==> src/rtl/dft_jig_tester.sv <==
// ============================================================================
// dft_jig_tester : board DFT loopback checker (opens/shorts/stuck-lows) plus
//                  DUT slow-clock half-period measurement.
// Rev 1.0
// ============================================================================
`default_nettype none

module dft_jig_tester #(
  parameter int NUM_PAIRS       = 11,
  parameter int SETTLE_CYCLES   = 48,
  parameter int EXP_HALF_PERIOD = 1000001,
  parameter int HALF_PERIOD_TOL = 1000,
  parameter int EDGE_TIMEOUT    = 4000000
) (
  input  logic                 clk_48mhz,
  input  logic                 rst_n,
  input  logic                 start,
  output logic [NUM_PAIRS-1:0] stim_oe,
  input  logic [NUM_PAIRS-1:0] resp_in,
  input  logic                 dut_sck_in,
  output logic                 busy,
  output logic                 done,
  output logic                 pass,
  output logic [NUM_PAIRS-1:0] pair_fail,
  output logic                 clk_fail,
  output logic [23:0]          measured_half_period
);

  localparam int                 c_KW        = (NUM_PAIRS > 1) ? $clog2(NUM_PAIRS) : 1;
  localparam logic [c_KW-1:0]    c_LAST_K    = c_KW'(NUM_PAIRS - 1);
  localparam logic [NUM_PAIRS-1:0] c_ONE     = NUM_PAIRS'(1);
  localparam logic [23:0]        c_SAT       = 24'hFFFFFF;
  localparam logic [23:0]        c_PHASE_END = 24'(SETTLE_CYCLES - 1);
  localparam logic [23:0]        c_TIMEOUT   = 24'(EDGE_TIMEOUT - 1);
  localparam logic [25:0]        c_EXP       = 26'(EXP_HALF_PERIOD);
  localparam logic [25:0]        c_TOL       = 26'(HALF_PERIOD_TOL);

  typedef enum logic [2:0] {
    S_IDLE     = 3'd0,
    S_BASELINE = 3'd1,
    S_DRIVE    = 3'd2,
    S_RELEASE  = 3'd3,
    S_CLK_SYNC = 3'd4,
    S_CLK_MEAS = 3'd5,
    S_DONE     = 3'd6
  } state_t;

  state_t               r_state;
  state_t               w_next;
  logic [23:0]          r_cnt;
  logic [c_KW-1:0]      r_k;
  logic [NUM_PAIRS-1:0] r_resp_s1, r_resp_s2;
  logic                 r_sck_s1, r_sck_s2, r_sck_prev;
  logic [NUM_PAIRS-1:0] r_stuck;
  logic [NUM_PAIRS-1:0] r_pair_fail;
  logic                 r_clk_fail;
  logic [23:0]          r_meas;

  logic                 w_phase_end;
  logic                 w_timeout;
  logic                 w_edge;
  logic                 w_start_run;
  logic [NUM_PAIRS-1:0] w_onehot;
  logic [NUM_PAIRS-1:0] w_open;
  logic [NUM_PAIRS-1:0] w_short;
  logic [23:0]          w_meas;
  logic                 w_out_tol;

  assign w_phase_end = (r_cnt == c_PHASE_END);
  assign w_timeout   = (r_cnt == c_TIMEOUT);
  assign w_edge      = r_sck_s2 ^ r_sck_prev;
  assign w_start_run = start && ((r_state == S_IDLE) || (r_state == S_DONE));
  assign w_onehot    = c_ONE << r_k;
  assign w_open      = w_onehot & r_resp_s2;
  // Pins already stuck low at baseline are not evidence of a short.
  assign w_short     = ~r_resp_s2 & ~w_onehot & ~r_stuck;
  assign w_meas      = (r_cnt == c_SAT) ? c_SAT : r_cnt + 24'd1;
  assign w_out_tol   = ({2'b00, w_meas} > c_EXP + c_TOL) ||
                       ({2'b00, w_meas} + c_TOL < c_EXP);

  always_ff @(posedge clk_48mhz or negedge rst_n) begin
    if (!rst_n) begin
      r_state <= S_IDLE;
    end else begin
      r_state <= w_next;
    end
  end

  always_comb begin
    w_next               = r_state;
    busy                 = 1'b0;
    done                 = 1'b0;
    pass                 = 1'b0;
    stim_oe              = '0;
    pair_fail            = r_pair_fail;
    clk_fail             = r_clk_fail;
    measured_half_period = r_meas;
    case (r_state)
      S_IDLE: begin
        if (start) w_next = S_BASELINE;
      end
      S_BASELINE: begin
        busy = 1'b1;
        if (w_phase_end) w_next = S_DRIVE;
      end
      S_DRIVE: begin
        busy    = 1'b1;
        stim_oe = w_onehot;
        if (w_phase_end) w_next = S_RELEASE;
      end
      S_RELEASE: begin
        busy = 1'b1;
        if (w_phase_end) w_next = (r_k == c_LAST_K) ? S_CLK_SYNC : S_DRIVE;
      end
      S_CLK_SYNC: begin
        busy = 1'b1;
        if (w_edge) w_next = S_CLK_MEAS;
        else if (w_timeout) w_next = S_DONE;
      end
      S_CLK_MEAS: begin
        busy = 1'b1;
        if (w_edge || w_timeout) w_next = S_DONE;
      end
      S_DONE: begin
        done = 1'b1;
        pass = (r_pair_fail == '0) && !r_clk_fail;
        if (start) w_next = S_BASELINE;
      end
      default: w_next = S_IDLE;
    endcase
  end

  always_ff @(posedge clk_48mhz or negedge rst_n) begin
    if (!rst_n) begin
      r_resp_s1   <= '0;
      r_resp_s2   <= '0;
      r_sck_s1    <= 1'b0;
      r_sck_s2    <= 1'b0;
      r_sck_prev  <= 1'b0;
      r_cnt       <= '0;
      r_k         <= '0;
      r_stuck     <= '0;
      r_pair_fail <= '0;
      r_clk_fail  <= 1'b0;
      r_meas      <= '0;
    end else begin
      r_resp_s1  <= resp_in;
      r_resp_s2  <= r_resp_s1;
      r_sck_s1   <= dut_sck_in;
      r_sck_s2   <= r_sck_s1;
      r_sck_prev <= r_sck_s2;

      // Every phase entry is a state change, so this reloads the counter.
      if (w_next != r_state) r_cnt <= '0;
      else if (r_cnt != c_SAT) r_cnt <= r_cnt + 24'd1;

      if (w_start_run) begin
        r_k         <= '0;
        r_stuck     <= '0;
        r_pair_fail <= '0;
        r_clk_fail  <= 1'b0;
        r_meas      <= '0;
      end

      case (r_state)
        S_BASELINE: begin
          if (w_phase_end) begin
            r_stuck     <= ~r_resp_s2;
            r_pair_fail <= r_pair_fail | ~r_resp_s2;
          end
        end
        S_DRIVE: begin
          if (w_phase_end)
            r_pair_fail <= r_pair_fail | w_open | w_short |
                           ((w_short != '0) ? w_onehot : '0);
        end
        S_RELEASE: begin
          if (w_phase_end && (r_k != c_LAST_K)) r_k <= r_k + 1'b1;
        end
        S_CLK_SYNC: begin
          if (!w_edge && w_timeout) begin
            r_clk_fail <= 1'b1;
            r_meas     <= c_SAT;
          end
        end
        S_CLK_MEAS: begin
          if (w_edge) begin
            r_meas     <= w_meas;
            r_clk_fail <= w_out_tol;
          end else if (w_timeout) begin
            r_clk_fail <= 1'b1;
            r_meas     <= c_SAT;
          end
        end
        default: ;
      endcase
    end
  end

endmodule

`default_nettype wire

==> config.mk <==
export PLATFORM = sky130hd
export DESIGN_NAME = dft_jig_tester
export DESIGN_NICKNAME = d
export VERILOG_FILES = /design/src/rtl/dft_jig_tester.sv
export SDC_FILE = /design/constraint.sdc
export NUM_CORES = 1
export LEC_CHECK = 0
export ABC_AREA = 0
export BUFFER_PORTS_ARGS = -buffer_cell sky130_fd_sc_hd__clkbuf_2
export CELL_PAD_IN_SITES_DETAIL_PLACEMENT = 0
export CELL_PAD_IN_SITES_GLOBAL_PLACEMENT = 1
export CORE_AREA = 3 3 125 127
export DETAILED_ROUTE_END_ITERATION = 8
export DIE_AREA = 0 0 128 130
export GPL_TIMING_DRIVEN = 0
export MAX_ROUTING_LAYER = met4
export PLACE_DENSITY_LB_ADDON = 0.3
export SETUP_SLACK_MARGIN = 0.02
export SYNTH_ARGS = -nofsm -noshare
export SYNTH_HDL_FRONTEND = slang
export SYNTH_SLANG_ARGS = --single-unit
==> constraint.sdc <==
create_clock -name clk_48mhz -period 2.26 [get_ports clk_48mhz]
set_input_delay 0.339 -clock clk_48mhz [delete_from_list [all_inputs] [get_ports clk_48mhz]]
set_output_delay 0.339 -clock clk_48mhz [all_outputs]
set_load 0.05 [all_outputs]
==> flow_metrics.tcl <==
set metrics [dict create \
    run_status "complete, but fails checks" \
    violations "setup timing" \
    seq_area_frac_synth_pct 43.5 \
    tightest_slew_ns 1.25 \
    ant_nets 0 \
    wl_per_cell_um 20.8 \
    crit_type "flop to flop" \
    multi_input_area_um2 3960 \
    finalCritPeriodShare_pct 109 \
    synthFlopType "dfrtp_1" \
    drt_iter0_markers 494 \
    port-buffer-count 64 \
    utilization_pct 58.6 \
    synth_edf_count 0 \
    initial_core_util_pct 40.8 \
    skew_ns 0.0135 \
    hpwl_um 13700 \
    cts_made_buffers 9 \
    powerDensity_nw_per_um2 815 \
    area_delta_synth_final_pct 43.6 \
    core_um2 14500 \
    fillers 1237 \
    die_area_um2 16600 \
    clkLatencyLatePin_ns 0.36 \
    period_minus_slack_ns 2.46 \
    gr-total-overflow 0 \
    pwr-share-seq_pct 32.8 \
    path_clk_slew_ns 0.08 \
    syn_inst 649 \
    seq_area_um2 2590 \
    track_usage_pct 24.3 \
    drc_errors 0 \
    rows 44 \
    mostFrequentLayoutCell "dfrtp_1" \
    wl_um 20500 \
    r2r_cells 12 \
    p_clk_share_pct 21.7 \
    h-tree-depth 3 \
    relSlewSlack_pct 15.9 \
    synth-simple-area-share_pct 20.9 \
    syn-cell-area_um2 5930 \
    gp_congestion 0.938 \
    synth_compound_area_share_pct 23.9 \
    finalPower_mw 6.94 \
    synthXorXnorAreaFrac_pct 3.99 \
    synthMuxAreaShare_pct 0.886 \
    synth_warnings 0 \
    grt_pass1_wl_um 30700 \
    end_kind "flop" \
    cts.path.max_buffers 2 \
    r2r_setup_slack_ns -0.20 \
    min-delay-path-class "input pin to asynchronous set/reset pin" \
    nets 820 \
    slew_viol_final 0 \
    clockRootBuffer "clkbuf_16" \
    dr.pass1.iters 5 \
    die_h_um 130 \
    switchingPower_mw 2.77 \
    vias 5923 \
    synth-seq-cells 103 \
    finalHoldViolCount 0 \
    drive_gt1_share_pct 44.7 \
    setup_viol 42 \
    io_pins 65 \
    power.leakage_nw 3.74 \
    peakVddDrop_mv 0.508 \
    cts_num_sinks 103 \
    grt_pass1_vias 5477 \
    cts.hold.buffers_added 0 \
    intPower_mw 4.17 \
    synth_fa_ha_area_share_pct 1.69 \
    comb_power_share_pct 45.4 \
    arrival_ns 2.73 \
    viasPerCell 6.01 \
    synth_nets 672 \
    synth_top_family_by_area "compound AO/OA/AOI/OAI gates" \
    diodes 0 \
    antenna_found_initial 0 \
    timing.fmax_mhz 407 \
    crit_path_start_kind "flop" \
    switching_share_pct 39.9 \
    rr_startpoint "r_cnt[0]" \
    avgSynthCellArea_um2 9.14 \
    cts_tree "built" \
    worst_ep_required_time_ns 2.53 \
    r2r_end "clk_fail" \
    grt_max_degree 104 \
    die_x_um 128 \
    max_cap_violations 0 \
    yosysUniqueCellTypes 69 \
    crit_fanout 6 \
    rsz0062_at_grt "true" \
    layout_common_cells "dfrtp_1 (94), clkbuf_2 (64), buf_4 (62)" \
    worst_slack_ns -0.199 \
    async_flop_share_pct 100 \
]
## power by group through the flow
stage / clock (mW) / sequential [mW] / combinational, mW
floorplan: 0 / 2.38 / 1.35
CTS: 1.55 / 2.26 / 2.68
detailed placement: 0 / 2.29 / 2.09
global placement: 0 / 2.28 / 2.06
global route: 1.62 / 2.31 / 3.35
finish: 1.51 / 2.28 / 3.15
## cell usage after synthesis, types with 6 or more instances
| master | n | area, um2 |
|---|---|---|
| dfrtp_1 | 103 | 2580 |
| nand2_1 | 68 | 255 |
| a21oi_1 | 41 | 205 |
| o21ai_0 | 40 | 200 |
| nand3_1 | 39 | 195 |
| nor2_1 | 38 | 143 |
| clkbuf_1 | 23 | 86.3 |
| xnor2_1 | 19 | 166 |
| o21ai_1 | 18 | 90.1 |
| nand4_1 | 17 | 106 |
| inv_1 | 16 | 60.1 |
| a22oi_1 | 14 | 105 |
| a21oi_2 | 13 | 114 |
| and3_1 | 13 | 81.3 |
| a2bb2oi_1 | 11 | 96.3 |
| nor4_1 | 11 | 68.8 |
| a22o_1 | 10 | 87.6 |
| buf_2 | 9 | 45.0 |
| nor3_1 | 9 | 45.0 |
| ha_1 | 8 | 100 |
| xor2_1 | 8 | 70.1 |
| a31oi_1 | 7 | 43.8 |
| nor2b_1 | 7 | 43.8 |
| a211oi_1 | 6 | 45.0 |
| a31o_2 | 6 | 52.6 |
| o221ai_1 | 6 | 52.6 |
## area by class of cell
class                   count  area share [%]
clock inverters             6           0.632
repair buffers            142            12.7
clock buffers               9            2.65
multi-input cells         483            46.5
well taps                 184            2.70
inverters                  16           0.705
flip-flops and latches    103            30.4
plain buffers              42            3.66
## sequential cells by signal (all words and copies together) (netlist names)
register	flops
r_stuck	11
r_sck_s1	1
r_k	4
pair_fail	11
r_cnt	24
r_resp_s2	11
clk_fail	1
measured_half_period	24
r_state	3
r_sck_s2	1
r_resp_s1	11
r_sck_prev	1
## through the flow
stage | instance area [um2] | setup TNS [ns] | cells | worst slack [ns] | hold slack [ns]
5_1_grt | 8510 | -7.91 | 985 | -0.288 | 0.0755
4_1_cts | 7480 | -7.36 | 942 | -0.235 | 0.0760
6_report | 8510 | -3.39 | 985 | -0.199 | 0.0787
3_3_place_gp | 6500 | -85.15 | 897 | -0.586 | 0.332
3_5_place_dp | 6510 | -30.42 | 897 | -0.600 | 0.337
2_1_floorplan | 5950 | -2.06 | 649 | -0.114 | 0.0434
## worst max-delay path by stage
| stage | depth (start not counted) | start | slack, ns | to |
|---|---|---|---|---|
| 2_1_floorplan | 12 | r_cnt[1] | -0.11 | r_cnt[10] |
| 3_3_place_gp | 11 | r_cnt[1] | -0.59 | clk_fail |
| 3_5_place_dp | 11 | r_cnt[1] | -0.60 | clk_fail |
| 4_1_cts | 9 | r_cnt[0] | -0.23 | clk_fail |
| 5_1_grt | 12 | r_cnt[0] | -0.29 | clk_fail |
| 6_report | 12 | r_cnt[0] | -0.20 | clk_fail |
## metal layers
layer	wire length [um]	track usage (%)
met1	9010	33.0
met2	9830	36.2
met3	1160	3.85
met4	453	10.1
met5	0	-
## critical path, cell delays in order, from the launching register on
cell     delay (ns)
dfrtp_1        0.41
ha_4           0.19
nand3_4        0.13
nor3_4         0.24
buf_6          0.13
buf_6          0.09
nand3_2        0.08
buf_6          0.16
nand2_1        0.12
nand3_1        0.12
nor2_1         0.15
mux2_2         0.36
a31oi_1        0.19
## cell families (layout without fill, tap and decap cells)
kind of cell,count (synthesis),count (layout)
simple gates,237,237
compound gates,206,206
flops,103,103
buf+inv,63,215
xor+xnor,27,27
fa+ha+maj,8,8
mux,5,5
## timing repair
item / CTS / global route
setup endpoints to repair: 88 / 80
buffers inserted: 27 / 47
cloned: 3 / 1
pin swaps: 27 / 79
resized for setup: 98 / 193
Power figures use the tool's default switching activity.
